===== config.mk =====
export PLATFORM = sky130hd
export DESIGN_NAME = fir_round_decimate
export DESIGN_NICKNAME = d
export VERILOG_FILES = /design/src/rtl/fir_round_decimate.sv
export SDC_FILE = /design/constraint.sdc
export NUM_CORES = 1
export LEC_CHECK = 0
export ABC_AREA = 1
export BUFFER_PORTS_ARGS = -buffer_cell sky130_fd_sc_hd__buf_2
export CAP_MARGIN = 5
export CORE_MARGIN = 4
export CORE_UTILIZATION = 50
export DETAILED_ROUTE_END_ITERATION = 10
export PLACE_DENSITY = 0.88
export SETUP_SLACK_MARGIN = 0.05
export SYNTH_ARGS = -nofsm -noshare
export SYNTH_HDL_FRONTEND = slang
export SYNTH_SLANG_ARGS = --single-unit

===== constraint.sdc =====
create_clock -name i_clk -period 1.9 [get_ports i_clk]
set_clock_uncertainty 0.2 [all_clocks]
set_input_delay 0.19 -clock i_clk [delete_from_list [all_inputs] [get_ports i_clk]]
set_output_delay 0.19 -clock i_clk [all_outputs]
set_load 0.03 [all_outputs]

===== src/rtl/fir_round_decimate.sv =====
// Output stage behind the fast FIR: convergent rounding, saturation to OW bits,
// 1-in-DECIM decimation and a 2-entry first-word-fall-through valid/ready FIFO.
module fir_round_decimate #(
  parameter int IW     = 31,
  parameter int OW     = 16,
  parameter int RSHIFT = 11,
  parameter int DECIM  = 4
) (
  input  logic                 i_clk,
  input  logic                 i_areset_n,
  input  logic                 i_ce,
  input  logic [IW-1:0]        i_result,
  input  logic                 i_sync,
  output logic                 o_valid,
  input  logic                 i_ready,
  output logic signed [OW-1:0] o_data,
  output logic                 o_sat,
  output logic                 o_overflow,
  input  logic                 i_clr_ovf
);

  // One guard bit above the truncated value so the +1 of rounding cannot wrap.
  localparam int RW = IW - RSHIFT + 1;
  localparam int CW = (DECIM > 1) ? $clog2(DECIM) : 1;

  logic [CW-1:0] cnt;
  logic          keep;
  logic [RW-1:0] rounded;
  logic          s1_valid;
  logic [RW-1:0] s1_data;
  logic          sat_hi;
  logic          sat_lo;
  logic [OW-1:0] sat_word;
  logic          push;
  logic          pop;
  logic [1:0]    count;
  logic [OW-1:0] tail;

  assign keep = i_sync || (cnt == '0);

  generate
    if (RSHIFT == 0) begin : g_no_round
      assign rounded = {i_result[IW-1], i_result};
    end else begin : g_round
      localparam logic [RSHIFT-1:0] HALF = RSHIFT'(1) << (RSHIFT - 1);
      logic [RW-1:0]     trunc;
      logic [RSHIFT-1:0] dropped;
      logic              round_up;
      assign trunc    = {i_result[IW-1], i_result[IW-1:RSHIFT]};
      assign dropped  = i_result[RSHIFT-1:0];
      // Ties go to the even neighbour so long-run rounding error averages to zero.
      assign round_up = (dropped > HALF) || ((dropped == HALF) && trunc[0]);
      assign rounded  = trunc + RW'(round_up);
    end
  endgenerate

  // NOTE: sequential state is updated with non-blocking assignments only, so every
  // register samples the pre-edge values regardless of statement order.
  always_ff @(posedge i_clk or negedge i_areset_n) begin
    if (!i_areset_n) begin
      cnt      <= '0;
      s1_valid <= 1'b0;
      s1_data  <= '0;
    end else begin
      s1_valid <= i_ce && keep;
      if (i_ce) begin
        if (i_sync)                       cnt <= CW'((DECIM > 1) ? 1 : 0);
        else if (cnt == CW'(DECIM - 1))   cnt <= '0;
        else                              cnt <= cnt + CW'(1);
        if (keep) s1_data <= rounded;
      end
    end
  end

  // NOTE: every combinational output gets a default first so no path leaves it
  // unassigned and infers a latch.
  always_comb begin
    sat_hi   = 1'b0;
    sat_lo   = 1'b0;
    sat_word = s1_data[OW-1:0];
    sat_hi   = !s1_data[RW-1] && (|s1_data[RW-2:OW-1]);
    sat_lo   = s1_data[RW-1] && !(&s1_data[RW-2:OW-1]);
    if (sat_hi)      sat_word = {1'b0, {(OW-1){1'b1}}};
    else if (sat_lo) sat_word = {1'b1, {(OW-1){1'b0}}};
  end

  assign push    = s1_valid;
  assign pop     = o_valid && i_ready;
  assign o_valid = (count != 2'd0);

  // o_data is the FIFO head register, so it holds the last word once drained.
  always_ff @(posedge i_clk or negedge i_areset_n) begin
    if (!i_areset_n) begin
      count      <= 2'd0;
      o_data     <= '0;
      o_sat      <= 1'b0;
      o_overflow <= 1'b0;
    end else begin
      o_sat <= push && (sat_hi || sat_lo);
      case (count)
        2'd0: if (push) begin
          o_data <= sat_word;
          count  <= 2'd1;
        end
        2'd1: begin
          if (push && pop)  o_data <= sat_word;
          else if (push)    count  <= 2'd2;
          else if (pop)     count  <= 2'd0;
        end
        2'd2: if (pop) begin
          o_data <= tail;
          count  <= push ? 2'd2 : 2'd1;
        end
        default: count <= 2'd0;
      endcase
      if (push && (count == 2'd2) && !pop) o_overflow <= 1'b1;
      else if (i_clr_ovf)                  o_overflow <= 1'b0;
    end
  end

  // NOTE: the second FIFO slot is storage qualified by count, so it carries no
  // reset; only the control state and the visible outputs are reset.
  always_ff @(posedge i_clk) begin
    if (push && (((count == 2'd1) && !pop) || ((count == 2'd2) && pop)))
      tail <= sat_word;
  end

endmodule


==> metrics.yaml, run 1 <==
global_route:
  grt_max_degree: 33
  grt_pass1_wl_mm: 12.0
  antenna_found_initial: 0
  grt_pass1_vias: 2711
  track_usage: 0.202
  grt_overflow: 0
cells_and_area:
  fin_nets: 509
  area_delta_synth_final_pct: 24.0
  antenna_cells: 0
  drive_gt1_frac: 0.208
  fin_util: 0.645
  final_cell_count_no_fill: 550
sta:
  max_slew_margin: 0.657
  finalSetupTns_ns: 0
  setup_viol: 0
  period_share: 0.935
  worst_pin_slew_ns: 0.514
  setup_ws_ns: 0.123
  hold_violations: 0
  fin_crit_ns: 1.78
  holdWs_ns: 0.0123
  maxClockFrequency_ghz: 0.563
  maxSlewViolCount: 0
  rsz0062_at_grt: "no"
synthesis:
  synth_nets: 431
  avgSynthCellArea_um2: 7.91
  ys_top_cells_by_area: "dfrtp_1, nand2_1, edfxtp_1, nor2_1, o21ai_0"
  ys_seq_area_frac: 0.510
  syn_area_um2: 3100
  synth_seq_cells: 60
  synth_cell_types: 29
  netlist.area_leader.share: 0.355
  syn_inst: 392
  synth.largest_area_cell: "dfrtp_1"
  yosys_warnings: 0
clocking:
  clk_path_buf_depth: 2
  cts_num_sinks: 60
  cts_buffers: 9
  ctsHtreeMaxLevel: 3
  cts_tree: "done"
  cts-root-buf: "clkbuf_8"
  clk_pin_slew_worst_paths_ns: 0.06
  insertion_delay_ns: 0.33
pwr:
  p_int_mw: 3.09
  power_density_nw_per_um2: 1370
  p_leak_nw: 1.86
  p_comb_frac: 0.423
  peakVddDrop_mv: 0.785
  pwr-share-seq: 0.376
  p_switching_mw: 2.19
  netSwitchingFraction: 0.415
  pwr-share-clk: 0.201
setup_path:
  r2r_start: "cnt[0]$_DFFE_PN0P_"
  crit_type: "in -> reg"
  crit_start: "i_ce"
  crit_required_ns: 1.97
  worstPathMaxFanout: 3
  cp_data_arrival_time_ns: 1.84
  start_kind: "input port"
  cp-end-kind: "flop"
floorplanning:
  floorplan.initialDensity: 0.520
  die_h_um: 86.7
  die_area_um2: 7520
  ios: 56
  core_area_um2: 5960
  num_rows: 28
  die_x_um: 86.7
run_status:
  status: "finished clean"
placed_design:
  placed_cells: 517
  hpwl_mm: 5.15
  place_ws_ns: 0.141
  place.gp.congestion: 0.931
  portBuffers: 55
drt:
  vias: 2777
  post_drt_wl_per_cell_um: 12.6
  via_per_inst: 5.05
  postRouteWirelength_mm: 6.94
  ant_nets: 0
  drt-pass1-iter-count: 4
  drc_errors: 0
  drt_iter0_drc: 154
worst_hold_path:
  min-delay-start: "i_result[10]"
  hold_class: "in -> reg"
job:
  maxCapViolCount: 0
[cells in the mapped netlist]
master,instances
nand2_1,153
nor2_1,58
dfrtp_1,44
inv_1,19
o21ai_0,18
edfxtp_1,16
o21ai_1,14
nand3_1,11
nor2_2,10
xor2_1,8
a21oi_1,3
buf_2,3
buf_4,3
clkbuf_1,3
inv_2,3
nor2_4,3
nor3_1,3
o22ai_1,3
xnor2_1,3
ha_1,2
nand2_4,2
nand4_1,2
o21ai_2,2
a21oi_2,1
buf_12,1
buf_6,1
nand2_2,1
o21a_1,1
or2_2,1
[metal layers]
metal,share of wire,GRT usage,up-vias,wire length [um]
li1,-,-,1398,-
met1,0.44,0.267,1287,3090
met2,0.49,0.323,81,3390
met3,0.051,0.0466,11,356
met4,0.016,0.0807,0,109
met5,0,0,-,0
[placed cells by master (no fill, tap or decap), types with 4 or more instances in the layout]
master and instances:
buf_2 55, nor2_4 4, inv_1 19, nor2_1 56
xor2_1 8, nand3_1 11, dlygate4sd3_1 17, o21ai_0 16
o21ai_1 16, nand2_1 152, clkbuf_8 9, dfrtp_1 44
nor2_2 11, edfxtp_1 16
[cell type report]
type                       instances  area [um2]
tap                               75        93.8
multi-input combinational        299        1380
clock buffer                      12         135
sequential                        60        1580
inverter                          22        82.6
clock inverter                     4        42.5
fill                             537        2110
timing repair buffer              78         528
[final timing paths]
| path | endpoint | slack (ns) | cells past startpoint |
|---|---|---|---|
| max | cnt[1]$_DFFE_PN0P_ | 0.12 | 6 |
| min | s1_data[0]$_DFFE_PN0P_ | 0.01 | 4 |
| max reg2reg | cnt[1]$_DFFE_PN0P_ | 0.21 | 5 |
| min reg2reg | o_data[0]$_DFFE_PN0P_ | 0.27 | 2 |
| max in group asynchronous | s1_data[11]$_DFFE_PN0P_ | 0.83 | 3 |
| min in group asynchronous | s1_data[0]$_DFFE_PN0P_ | 0.17 | 2 |
[logic make-up (layout without fill, tap and decap cells)]
family | count (synthesis) | count (layout) | share of synthesized area
AND/OR/NAND/NOR | 244 | 244 | 0.325
flip-flops | 60 | 60 | 0.510
AO/OA/AOI/OAI | 42 | 42 | 0.0735
buffers and inverters | 33 | 116 | 0.0525
XOR/XNOR | 11 | 11 | 0.0311
adder cells (fa/ha/maj) | 2 | 2 | 0.00807
[power groups by stage]
stage	sequential [mW]	clock (mW)	combinational, mW
after floorplan	2.34	0	1.36
after global placement	1.98	0	2.10
after detailed placement	2.01	0	2.19
after CTS	1.99	1.08	2.23
after global routing	2.03	1.14	2.51
final	1.99	1.06	2.23
[flip-flops by register name (all words and copies together), names as in the netlist]
name,flops
cnt,2
count,2
o_data,16
o_overflow,1
o_sat,1
push,1
s1_data,21
tail,16
[critical path: stages]
cell	delay (ns)
dlygate4sd3_1	0.53
buf_2	0.13
inv_1	0.05
or2_2	0.28
o22ai_1	0.10
dlygate4sd3_1	0.55
[repair_timing]
item	in CTS	in global routing
hold endpoints to repair	49	0
endpoints found under the setup margin	0	9
setup buffers	0	0
hold buffers	17	0
resized for setup	0	6
[through the flow]
step / total power [mW] / area (um2)
after detailed placement: 4.20 / 3480
after global placement: 4.08 / 3480
final: 5.28 / 3840
after floorplan: 3.71 / 3110
after CTS: 5.31 / 3830
after global routing: 5.68 / 3840
(Power assumes the default switching activity.)
==> inputs of run 2 (changes only) <==
--- a/config.mk
+++ b/config.mk
@@ -9,9 +9,9 @@
 export BUFFER_PORTS_ARGS = -buffer_cell sky130_fd_sc_hd__buf_2
 export CAP_MARGIN = 5
 export CORE_MARGIN = 4
-export CORE_UTILIZATION = 50
+export CORE_UTILIZATION = 60
 export DETAILED_ROUTE_END_ITERATION = 10
-export PLACE_DENSITY = 0.88
+export PLACE_DENSITY = 0.95
 export SETUP_SLACK_MARGIN = 0.05
 export SYNTH_ARGS = -nofsm -noshare
 export SYNTH_HDL_FRONTEND = slang
==> constraint.sdc (replaced) <==
create_clock -name i_clk -period 2.1 [get_ports i_clk]
set_clock_uncertainty 0.2 [all_clocks]
set_input_delay 0 -clock i_clk [delete_from_list [all_inputs] [get_ports i_clk]]
set_output_delay 0 -clock i_clk [all_outputs]
set_load 0.03 [all_outputs]
==> run 2 against run 1 <==
Against the previous run:
- register-to-register slack improved by 0.05 ns
- combinational power fell by 9.9%
- setup slack improved by 0.012 ns
- via count increased by 6.6%
- first-iteration DRC count grew 31%
- final cell count grew 2.5%
- final area increased by 4.7%
- global-route usage increased by 6.8 points
- count of clock-buffer cells in the layout increased by 1
- clock power shrank 9%
- non-clock buffer count rose by 22
- critical path type unchanged
==> metrics.yaml, run 2 (synthesis results as in run 1) <==
run_status:
  status: "finished clean"
drt:
  post_drt_wl_per_cell_um: 13.7  # +8.3%
  postRouteWirelength_mm: 7.71  # +11%
  drt_iter0_drc: 201  # +31%
  drc_errors: 0  # unchanged
  via_per_inst: 5.25  # +3.9%
  drt-pass1-iter-count: 5  # +1
  ant_nets: 0  # unchanged
  vias: 2959  # +6.6%
cells_and_area:
  fin_nets: 531  # +4.3%
  n_fill_cell: 291  # -46%
  regMostFlops: "s1_data"
  design_area_um2: 4020  # +4.7%
  antenna_cells: 0  # unchanged
  regArea_um2: 1580  # unchanged
  largest_reg_flops: 21  # unchanged
  drive_gt1_frac: 0.197  # -0.0112
  top_regs: "s1_data: 21 flops, o_data: 16 flops, tail: 16 flops"
  layout_common_cells: "nand2_1, nor2_1, buf_2"
  final_common_cell: "nand2_1"
  area_delta_synth_final_pct: 29.8
  multi_input_area_um2: 1370  # -0.82%
  fin_util: 0.830  # +0.185
setup_path:
  crit_chain: "dlygate4sd3_1, buf_2, nand2_1, dlygate4sd3_1, nor2_2, nand2_2, o21ai_0, inv_1, o21ai_0, nand2_1"
  critical_path.max_stage_delay_ns: 0.57  # +0.02 ns
  cp_data_arrival_time_ns: 1.98  # +0.14 ns
  start_kind: "input port"
  slowest_stage: "dlygate4sd3_1"
  crit_required_ns: 2.11  # +0.14 ns
  crit_type: "in -> reg"
  cp-end-kind: "flop"
  worstPathMaxFanout: 4  # +1
pwr:
  p_leak_nw: 1.95  # +4.8%
  peakVddDrop_mv: 0.818  # +4.2%
  power_density_nw_per_um2: 1180  # -14%
global_route:
  antenna_found_initial: 0  # unchanged
  track_usage: 0.271  # +0.0684
  grt_pass1_vias: 2975  # +9.7%
  grt_overflow: 0  # unchanged
  grt_max_degree: 45  # +36%
  grt_pass1_wl_mm: 13.4  # +11%
sta:
  period_share: 0.935
  setup_viol: 0  # unchanged
  finalSetupTns_ns: 0  # unchanged
  rsz0062_at_grt: "no"
  maxClockFrequency_ghz: 0.509
  fin_crit_ns: 1.96
  hold_violations: 0  # unchanged
  max_slew_margin: 0.613  # -0.0439
  setup_ws_ns: 0.136  # +0.0125 ns
  maxSlewViolCount: 0  # unchanged
  worst_pin_slew_ns: 0.580  # +0.0658 ns
floorplanning:
  ios: 56  # unchanged
  die_x_um: 79.9  # -7.9%
  die_h_um: 79.9  # -7.9%
  floorplan.initialDensity: 0.639  # +0.119
  die_area_um2: 6380  # -15%
  core_area_um2: 4850  # -19%
  num_rows: 25  # -11%
clocking:
  ctsHtreeMaxLevel: 3  # unchanged
  post_cts_buffers: 0  # unchanged
  cts_num_sinks: 60  # unchanged
  cts_buffers: 9  # unchanged
  clk_pin_slew_worst_paths_ns: 0.06  # about the same
  cts_tree: "done"
  cts-root-buf: "clkbuf_8"
  clk_path_buf_depth: 2  # unchanged
  insertion_delay_ns: 0.33  # about the same
placed_design:
  portBuffers: 55  # unchanged
  placed_area_um2: 3420  # -1.6%
  hpwl_mm: 4.85  # -5.9%
  place.gp.congestion: 0.915  # -1.8%
  place_ws_ns: 0.307  # +0.166 ns
job:
  maxCapViolCount: 0  # unchanged
worst_hold_path:
  hold_class: "reg -> reg"
==> run 2: cell types whose count changed in the layout (fill, tap and decap cells not counted) <==
cell,change
buf_12,-2
buf_2,-1
buf_4,+1
clkbuf_1,+1
clkinv_1,-1
dlygate4sd3_1,+24
nand2_4,+1
nand2_8,-1
nor2_1,-1
nor2_2,+2
nor2_4,-1
o21ai_0,+2
o21ai_1,-2
==> run 2: area by class of cell <==
| type | count | share of cell area |
|---|---|---|
| clock buffer | 13 | 0.0345 |
| clock inverter | 3 | 0.00964 |
| inverter | 22 | 0.0205 |
| multi-input combinational | 299 | 0.340 |
| sequential | 60 | 0.393 |
| tap | 67 | 0.0208 |
| timing repair buffer | 100 | 0.182 |
==> run 2: power by group <==
part | leakage, nW | internal (mW) | total (mW) | switching, mW
clock network | 0.0890 | 0.544 | 0.962 | 0.418
registers | 0.679 | 1.61 | 1.79 | 0.186
logic | 1.18 | 0.639 | 2.01 | 1.37
total | 1.95 | 2.79 | 4.77 | 1.98
==> run 2: worst max-delay path: cells and delay by family <==
kind	cells	cell delay, ns
AND/OR/NAND/NOR	4	0.36
AO/OA/AOI/OAI	2	0.30
buffers and inverters	4	1.31
==> run 2: through the flow <==
| step | total power [mW] | hold slack, ns | std cells |
|---|---|---|---|
| final | 4.77 | 0.274 | 564 |
| after global placement | 3.64 | -0.210 | 507 |
| after detailed placement | 3.75 | -0.209 | 507 |
| after global routing | 5.12 | 0.297 | 564 |
| after floorplan | 3.35 | -0.496 | 392 |
| after CTS | 4.78 | 0.246 | 564 |
==> run 2: final timing paths <==
path                                         start                 endpoint  slack [ns]  cells past startpoint
max                                   i_result[13]  s1_data[10]$_DFFE_PN0P_        0.14                     10
min                          o_data[5]$_DFFE_PN0P_    o_data[5]$_DFFE_PN0P_        0.27                      2
max reg2reg                s1_data[18]$_DFFE_PN0P_   o_data[13]$_DFFE_PN0P_        0.26                      6
min reg2reg                  o_data[5]$_DFFE_PN0P_    o_data[5]$_DFFE_PN0P_        0.27                      2
max in group asynchronous               i_areset_n  s1_data[20]$_DFFE_PN0P_        0.95                      4
min in group asynchronous               i_areset_n    o_data[5]$_DFFE_PN0P_        0.55                      4
==> run 2: per-layer routing <==
| metal | track usage | wire [um] |
|---|---|---|
| met1 | 0.346 | 3250 |
| met3 | 0.0824 | 664 |
| met2 | 0.440 | 3640 |
| met4 | 0.0895 | 153 |
| met5 | 0 | 0 |
==> run 2: repair_timing <==
item / CTS / global route
hold endpoints to repair: 71 / 0
hold buffers: 41 / 0
endpoints found under the setup margin: 0 / 3
resized for setup: 0 / 5
